<file path="src/rtl/cpi_pixel_capture.sv">
// cpi_pixel_capture: camera parallel interface capture front-end.
// Tracks frame/line timing on the pixel clock, applies an optional crop
// window, packs pixels into 16-bit words and buffers them in a small
// first-word-fall-through FIFO drained over valid/ready.
// Optional feature macro: CPI_FRAME_SKIP_EN adds cfg_skip_i, which skips
// that many frames after each captured one.
module cpi_pixel_capture #(
    parameter int CNT_W      = 16,
    parameter int FIFO_DEPTH = 4
) (
    input  logic             clk_i,
    input  logic             rstn_i,
    input  logic             cfg_en_i,
    input  logic [1:0]       cfg_format_i,
    input  logic             cfg_vsync_pol_i,
    input  logic             cfg_crop_en_i,
    input  logic [CNT_W-1:0] cfg_start_x_i,
    input  logic [CNT_W-1:0] cfg_start_y_i,
    input  logic [CNT_W-1:0] cfg_size_x_i,
    input  logic [CNT_W-1:0] cfg_size_y_i,
`ifdef CPI_FRAME_SKIP_EN
    input  logic [3:0]       cfg_skip_i,
`endif
    input  logic             hsync_i,
    input  logic             vsync_i,
    input  logic [9:0]       data_i,
    output logic [15:0]      data_o,
    output logic             valid_o,
    input  logic             ready_i,
    output logic             frame_done_o,
    output logic             overflow_o,
    output logic             busy_o
);

    localparam int PTR_W = $clog2(FIFO_DEPTH);

    typedef enum logic [1:0] {ST_IDLE, ST_WAIT_SOF, ST_CAPTURE} state_e;

    state_e           state_q, state_d;
    logic             vs_q, hsync_q;
    logic [CNT_W-1:0] col_q, col_d, row_q, row_d;
    logic             phase_q, phase_d;
    logic [7:0]       msb_q, msb_d;
    logic             frame_done_q, frame_done_d;
    logic             overflow_q, overflow_d;
    logic             busy_q, busy_d;
    logic [PTR_W:0]   wr_ptr_q, wr_ptr_d, rd_ptr_q, rd_ptr_d;
    logic [15:0]      mem_q [FIFO_DEPTH];
    logic [15:0]      mem_d [FIFO_DEPTH];
`ifdef CPI_FRAME_SKIP_EN
    logic [3:0]       skip_cnt_q, skip_cnt_d;
`endif

    // Internal active-high frame sync and edge strobes.
    logic vs, vs_rise, vs_fall, hs_rise, hs_fall;
    assign vs      = vsync_i ^ ~cfg_vsync_pol_i;
    assign vs_rise = vs & ~vs_q;
    assign vs_fall = ~vs & vs_q;
    assign hs_rise = hsync_i & ~hsync_q;
    assign hs_fall = ~hsync_i & hsync_q;

    // Crop window test, one bit wider so start+size cannot wrap.
    logic [CNT_W:0] pcol, x_hi, y_hi;
    logic           in_win, accept, capturing;
    assign pcol      = (cfg_format_i == 2'd0) ? {2'b0, col_q[CNT_W-1:1]} : {1'b0, col_q};
    assign x_hi      = {1'b0, cfg_start_x_i} + {1'b0, cfg_size_x_i};
    assign y_hi      = {1'b0, cfg_start_y_i} + {1'b0, cfg_size_y_i};
    assign in_win    = (pcol >= {1'b0, cfg_start_x_i}) && (pcol <= x_hi) &&
                       ({1'b0, row_q} >= {1'b0, cfg_start_y_i}) && ({1'b0, row_q} <= y_hi);
    assign capturing = (state_q == ST_CAPTURE);
    assign accept    = capturing && hsync_i && (!cfg_crop_en_i || in_win);

    // FIFO status and handshake.
    logic [PTR_W:0] fifo_cnt;
    logic           fifo_full, pop, push, wr_en, drop, start;
    logic [15:0]    push_data;
    assign fifo_cnt  = wr_ptr_q - rd_ptr_q;
    assign fifo_full = (fifo_cnt == (PTR_W+1)'(FIFO_DEPTH));
    assign valid_o   = (fifo_cnt != '0);
    assign data_o    = mem_q[rd_ptr_q[PTR_W-1:0]];
    assign pop       = valid_o && ready_i;
    assign wr_en     = push && (!fifo_full || pop);
    assign drop      = push && fifo_full && !pop;

    // Frame-level sequencing: start of frame, end of frame, enable handling.
    always_comb begin
        // NOTE: every variable assigned here gets a default first so no latch is inferred.
        state_d      = state_q;
        frame_done_d = 1'b0;
        start        = 1'b0;
`ifdef CPI_FRAME_SKIP_EN
        skip_cnt_d   = skip_cnt_q;
`endif
        case (state_q)
            ST_IDLE: begin
`ifdef CPI_FRAME_SKIP_EN
                skip_cnt_d = '0;
`endif
                if (cfg_en_i) state_d = ST_WAIT_SOF;
            end
            ST_WAIT_SOF: begin
                if (!cfg_en_i) begin
                    state_d = ST_IDLE;
                end else if (vs_rise) begin
`ifdef CPI_FRAME_SKIP_EN
                    if (skip_cnt_q != '0) begin
                        skip_cnt_d = skip_cnt_q - 4'd1;
                    end else begin
                        start   = 1'b1;
                        state_d = ST_CAPTURE;
                    end
`else
                    start   = 1'b1;
                    state_d = ST_CAPTURE;
`endif
                end
            end
            ST_CAPTURE: begin
                if (vs_fall) begin
                    frame_done_d = 1'b1;
                    state_d      = cfg_en_i ? ST_WAIT_SOF : ST_IDLE;
`ifdef CPI_FRAME_SKIP_EN
                    skip_cnt_d   = cfg_skip_i;
`endif
                end
            end
            default: state_d = ST_IDLE;
        endcase
        busy_d = (state_d == ST_CAPTURE);
    end

    // Row/column counters and pixel packing.
    always_comb begin
        col_d     = col_q;
        row_d     = row_q;
        phase_d   = hs_rise ? 1'b0 : phase_q;
        msb_d     = msb_q;
        push      = 1'b0;
        push_data = '0;
        if (capturing) begin
            if (!hsync_i)          col_d = '0;
            else if (~&col_q)      col_d = col_q + 1'b1;
            if (hs_fall && ~&row_q) row_d = row_q + 1'b1;
        end
        if (accept) begin
            case (cfg_format_i)
                2'd0: begin
                    if (!phase_d) begin
                        msb_d   = data_i[7:0];
                        phase_d = 1'b1;
                    end else begin
                        push      = 1'b1;
                        push_data = {msb_q, data_i[7:0]};
                        phase_d   = 1'b0;
                    end
                end
                2'd1:    begin push = 1'b1; push_data = {6'b0, data_i}; end
                default: begin push = 1'b1; push_data = {8'b0, data_i[7:0]}; end
            endcase
        end
        if (start) begin
            col_d   = '0;
            row_d   = '0;
            phase_d = 1'b0;
        end
    end

    // FIFO pointers, storage and sticky overflow; flushed whenever heading to IDLE.
    always_comb begin
        mem_d = mem_q;
        if (wr_en) mem_d[wr_ptr_q[PTR_W-1:0]] = push_data;
        if (state_d == ST_IDLE) begin
            wr_ptr_d = '0;
            rd_ptr_d = '0;
        end else begin
            wr_ptr_d = wr_ptr_q + {{PTR_W{1'b0}}, wr_en};
            rd_ptr_d = rd_ptr_q + {{PTR_W{1'b0}}, pop};
        end
        overflow_d = (state_q == ST_IDLE) ? 1'b0 : (overflow_q | drop);
    end

    // State register for the whole block.
    always_ff @(posedge clk_i or negedge rstn_i) begin
        if (!rstn_i) begin
            state_q      <= ST_IDLE;
            vs_q         <= 1'b0;
            hsync_q      <= 1'b0;
            col_q        <= '0;
            row_q        <= '0;
            phase_q      <= 1'b0;
            msb_q        <= '0;
            frame_done_q <= 1'b0;
            overflow_q   <= 1'b0;
            busy_q       <= 1'b0;
            wr_ptr_q     <= '0;
            rd_ptr_q     <= '0;
            // NOTE: the FIFO storage is reset because data_o shows the head entry and must read 0 out of reset.
            for (int i = 0; i < FIFO_DEPTH; i++) mem_q[i] <= '0;
`ifdef CPI_FRAME_SKIP_EN
            skip_cnt_q   <= '0;
`endif
        end else begin
            // NOTE: non-blocking assignments so every flop samples the pre-edge values.
            state_q      <= state_d;
            vs_q         <= vs;
            hsync_q      <= hsync_i;
            col_q        <= col_d;
            row_q        <= row_d;
            phase_q      <= phase_d;
            msb_q        <= msb_d;
            frame_done_q <= frame_done_d;
            overflow_q   <= overflow_d;
            busy_q       <= busy_d;
            wr_ptr_q     <= wr_ptr_d;
            rd_ptr_q     <= rd_ptr_d;
            mem_q        <= mem_d;
`ifdef CPI_FRAME_SKIP_EN
            skip_cnt_q   <= skip_cnt_d;
`endif
        end
    end

    assign frame_done_o = frame_done_q;
    assign overflow_o   = overflow_q;
    assign busy_o       = busy_q;

endmodule

</file>
<file path="config.mk">
export PLATFORM = sky130hd
export DESIGN_NAME = cpi_pixel_capture
export DESIGN_NICKNAME = d
export VERILOG_FILES = /design/src/rtl/cpi_pixel_capture.sv
export SDC_FILE = /design/constraint.sdc
export NUM_CORES = 1
export LEC_CHECK = 0
export CAP_MARGIN = 20
export CORE_MARGIN = 3
export CORE_UTILIZATION = 50
export CTS_CLUSTER_SIZE = 30
export DETAILED_ROUTE_END_ITERATION = 10
export DONT_BUFFER_PORTS = 1
export HOLD_SLACK_MARGIN = 0.1
export PLACE_DENSITY = 0.74
export SKIP_CTS_REPAIR_TIMING = 1
export SLEW_MARGIN = 10
export SYNTH_ARGS = -nofsm -noshare
export SYNTH_HDL_FRONTEND = slang
export SYNTH_SLANG_ARGS = --single-unit
</file>
<file path="constraint.sdc">
create_clock -name clk_i -period 3 [get_ports clk_i]
set_input_delay 0.3 -clock clk_i [delete_from_list [all_inputs] [get_ports clk_i]]
set_output_delay 0.3 -clock clk_i [all_outputs]
set_load 0.005 [all_outputs]
</file>
==> summary.md <==
| Metric | Value |
|---|---|
| Async S/R FF share, synth | `100%` |
| Final core occ | `between 60 and 70%` |
| Net Sw Power | `roughly 1.2 mW` |
| Hpwl dp | `around 15 mm` |
| DRT Wirelength | `about 21 mm` |
| Share of the synthesized area in the top cell type | `34.5%` |
| CTS clock-pin slew for the worst setup and hold paths | `0.06 ns` |
| Worst Skew | `just under 0.006 ns` |
| Run status | `complete, but fails checks` |
| Via count | `~6,800` |
| Post-Syn Area | `8560 um^2` |
| # diodes | `0` |
| Clk sinks | `~120` |
| Max-cap violations | `0` |
| Failing checks | `negative hold slack, negative setup slack` |
| Syn nets | `1,030` |
| Kind of critical path | `in -> reg` |
| Pin count of the biggest net entering global routing | `between 100 and 150` |
| I/O Buffers | `0` |
| Placer Congestion | `0.863` |
| # IOs | `104` |
| Synthesized instance count | `839` |
| Fillers | `between 1,000 and 1,500` |
| Final ANT Viol Nets | `0` |
| Number of distinct library cells after synthesis | `63` |
| Placed insts | `roughly 1,100` |
| All-Layer GR Usage | `21.8%` |
| Pwr dens | `425 nW/um^2` |
| Crit path time final | `3.76 ns` |
| GRT overflow | `0` |
| Post-synthesis mux area share | `between 10% and 20%` |
| Pint | `3.40 mW` |
| Synth Register Bits | `between 100 and 150` |
| Worst setup margin | `-0.762 ns` |
| Most frequent cells in the layout | `118 x dfrtp_1, 99 x ha_1, 99 x buf_4` |
| Post-synthesis sequential area ratio | `approximately 34%` |
| Max Fclk | `between 0.2 and 0.3 GHz` |
| Synth Area in Simple Gates | `14.0%` |
| Commonest non-fill, non-tap cell in the layout | `dfrtp_1` |
| Post-synth EDFFs | `0` |
| Synth top area cells | `dfrtp_1 34%, ha_1 15%, mux2_2 12%` |
| Peak supply drop | `roughly 0.36 mV` |
| Final Setup Violations | `77` |
| Root buffer selected by CTS | `clkbuf_16` |
| Layout area overhead | `25.9%` |
| LEAKAGE | `roughly 5.3 nW` |
| Die area | `approximately 19,000 um^2` |
| DR pass1 iterations | `4` |
| Largest family of logic cells by synthesized area | `multiplexers` |
| DR iter-0 viols | `394` |
| Cell taking the most area after synthesis | `dfrtp_1` |
| DRC | `0` |
| Share of cells above drive strength 1 | `a little under a third` |
| Final hold violation count | `118` |
| CORE AREA | `between 15,000 and 20,000 um^2` |
| Post-synthesis xor/xnor area fraction | `under 10%` |
| Clk Latency, worst-skew pair | `between 0.4 and 0.5 ns` |
| Final Non-Filler Cells | `between 1,000 and 1,500` |
| CTS Buffer Depth | `2` |
| RSZ-0062 raised after global routing | `true` |
| Main synth FF type | `dfrtp_1` |
| Worst Setup Start Kind | `input port` |
| Period utilization | `125%` |
| Worst slew pin tran | `~0.69 ns` |
| CP Capture Type | `flip-flop` |
| Avg WL per Cell | `between 15 and 20 um` |
| Ys Warns | `0` |
| Crit path cell chain | `ha_4 > fa_2 > a21oi_4 > nor2_4 > a211oi_4 > o311ai_2 > a21oi_2 > o21bai_1 > a21oi_1 > xor2_1 > ha_1 > nand4_1 > nor2_2 > nand2_1 > o211ai_1 > o311ai_4 > nand4_4 > buf_6 > buf_6 > nor3_1 > buf_4 > mux2_2` |
| Worst hold margin | `-0.414 ns` |
| Clk pwr share | `between 40% and 50%` |
| Vias in the first global route | `6,731` |
| Global-route wire length before repair | `about 32 mm` |
| CTS tree | `built` |
| Nets | `~1,200` |
| Vias per cell | `between 5 and 6` |
| Number of placement rows | `47` |
| Comb power frac | `a little under a fifth` |
| Initial antenna violation count | `0` |
| Sw Share | `25.7%` |
| CP max FO | `9` |
| Flop pwr share | `~36%` |
| Rel. slew slack | `a little over half` |
| Most numerous cell on the critical path | `buf_6` |
| Area share of fa/ha/maj cells after synthesis | `15.8%` |
| Max-slew violation count | `0` |
| Die H | `137 um` |
| Slowest stage delay, CP | `0.36 ns` |
| Syn_area_per_cell | `10.2 um^2` |
| HP Class | `in -> async` |
| Data arrival time of the critical path | `slightly above 4 ns` |
| Worst path slowest cell | `fa_2` |
| Initial Util | `~51%` |
| Worst EP required | `3.29 ns` |
| CTS H-tree lvls | `4` |
| Worst r2r path cells | `12` |
| Die W | `roughly 140 um` |
| Complex-gate fraction of the synthesized area | `roughly a tenth` |
| Cts bufs inserted | `17` |
flip-flops by register name (all words and copies together), names as in the netlist:
register and cells:
vs_q 1, state_q 2, rd_ptr_q 3, busy_o 1, overflow_o 1, frame_done_o 1, msb_q 8, row_q 16
wr_ptr_q 3, col_q 16, hsync_q 1, phase_q 1, mem_q 64
per-layer routing:
metal	global-route usage [%]	share of wire [%]
met1	27.4	43
met2	37.8	50
met4	5.16	1.2
met5	0	0
met3	5.48	6.3
power by group through the flow:
stage                     sequential [mW]  clock, mW  combinational (mW)
after global placement               1.68          0               0.796
final                                1.66       2.05               0.877
after global routing                 1.66       2.16               0.990
after floorplan                      1.69          0               0.526
after detailed placement             1.68          0               0.820
after CTS                            1.66       2.06               0.827
cells by family after synthesis:
logic type / Yosys count
and+or+nand+nor: 243
xor gates and xnor gates: 56
buffers and inverters: 74
DFF: 118
adders and majority gates: 107
muxes: 106
AOI/OAI and AO/OA: 135
final cells by class:
class | instances | area (um^2) | area share, %
Multi-Input combinational cell | 647 | 5720 | 53.0
Clock buffer | 24 | 512 | 4.75
Inverter | 55 | 206 | 1.92
Timing Repair Buffer | 121 | 1020 | 9.49
Tap cell | 220 | 275 | 2.55
Clock inverter | 7 | 92.6 | 0.859
Sequential cell | 118 | 2950 | 27.4
through the flow:
step | setup slack [ns] | power (mW) | area, um^2 | hold WS [ns] | setup TNS, ns
floorplan | -1.03 | 2.21 | 8740 | 0.00441 | -62.79
global placement | -1.24 | 2.48 | 9700 | 0.00850 | -92.76
detailed placement | -1.29 | 2.50 | 9700 | 0.00782 | -92.99
CTS | -0.936 | 4.54 | 10300 | -0.426 | -62.47
global route | -1.03 | 4.81 | 10800 | -0.440 | -72.10
finish | -0.762 | 4.58 | 10800 | -0.414 | -52.30
cell usage after synthesis, types with 3 or more instances:
cell / instances
dfrtp_1: 118
ha_1: 105
mux2_2: 88
nor2_1: 76
inv_1: 55
nand2_1: 48
a21oi_1: 39
xor2_1: 37
nand3_1: 28
o21ai_0: 24
xnor2_1: 19
a21o_1: 17
nor3_1: 17
mux4_2: 16
nand4_1: 13
clkbuf_1: 10
nor2b_1: 10
a211oi_1: 9
and3_1: 9
or3_1: 9
o21a_1: 8
o21bai_1: 6
a31oi_1: 5
nand2b_1: 5
nor3b_1: 5
o211ai_1: 5
nor4_1: 4
o2111ai_1: 4
a211o_1: 3
and2_1: 3
buf_2: 3
buf_4: 3
nor2_2: 3
final timing paths:
check	start	endpoint	slack, ns
hold / removal	rstn_i	mem_q[0]	-0.41
setup / recovery	cfg_start_y_i[0]	mem_q[10]	-0.76
setup reg to reg	col_q[3]	mem_q[42]	-0.26
min in group clk_i	hsync_i	col_q[1]	0.07
hold reg to reg	mem_q[25]	mem_q[25]	0.50
max in group asynchronous	rstn_i	mem_q[49]	3.18
critical path, delay by kind of cell:
family                     cells  cell delay (ns)
buffers and inverters          3             0.53
xor gates and xnor gates       1             0.09
adders and majority gates      3             0.81
and+or+nand+nor                6             0.62
muxes                          1             0.28
AOI/OAI and AO/OA              8             1.41
Power figures use the tool's default switching activity.
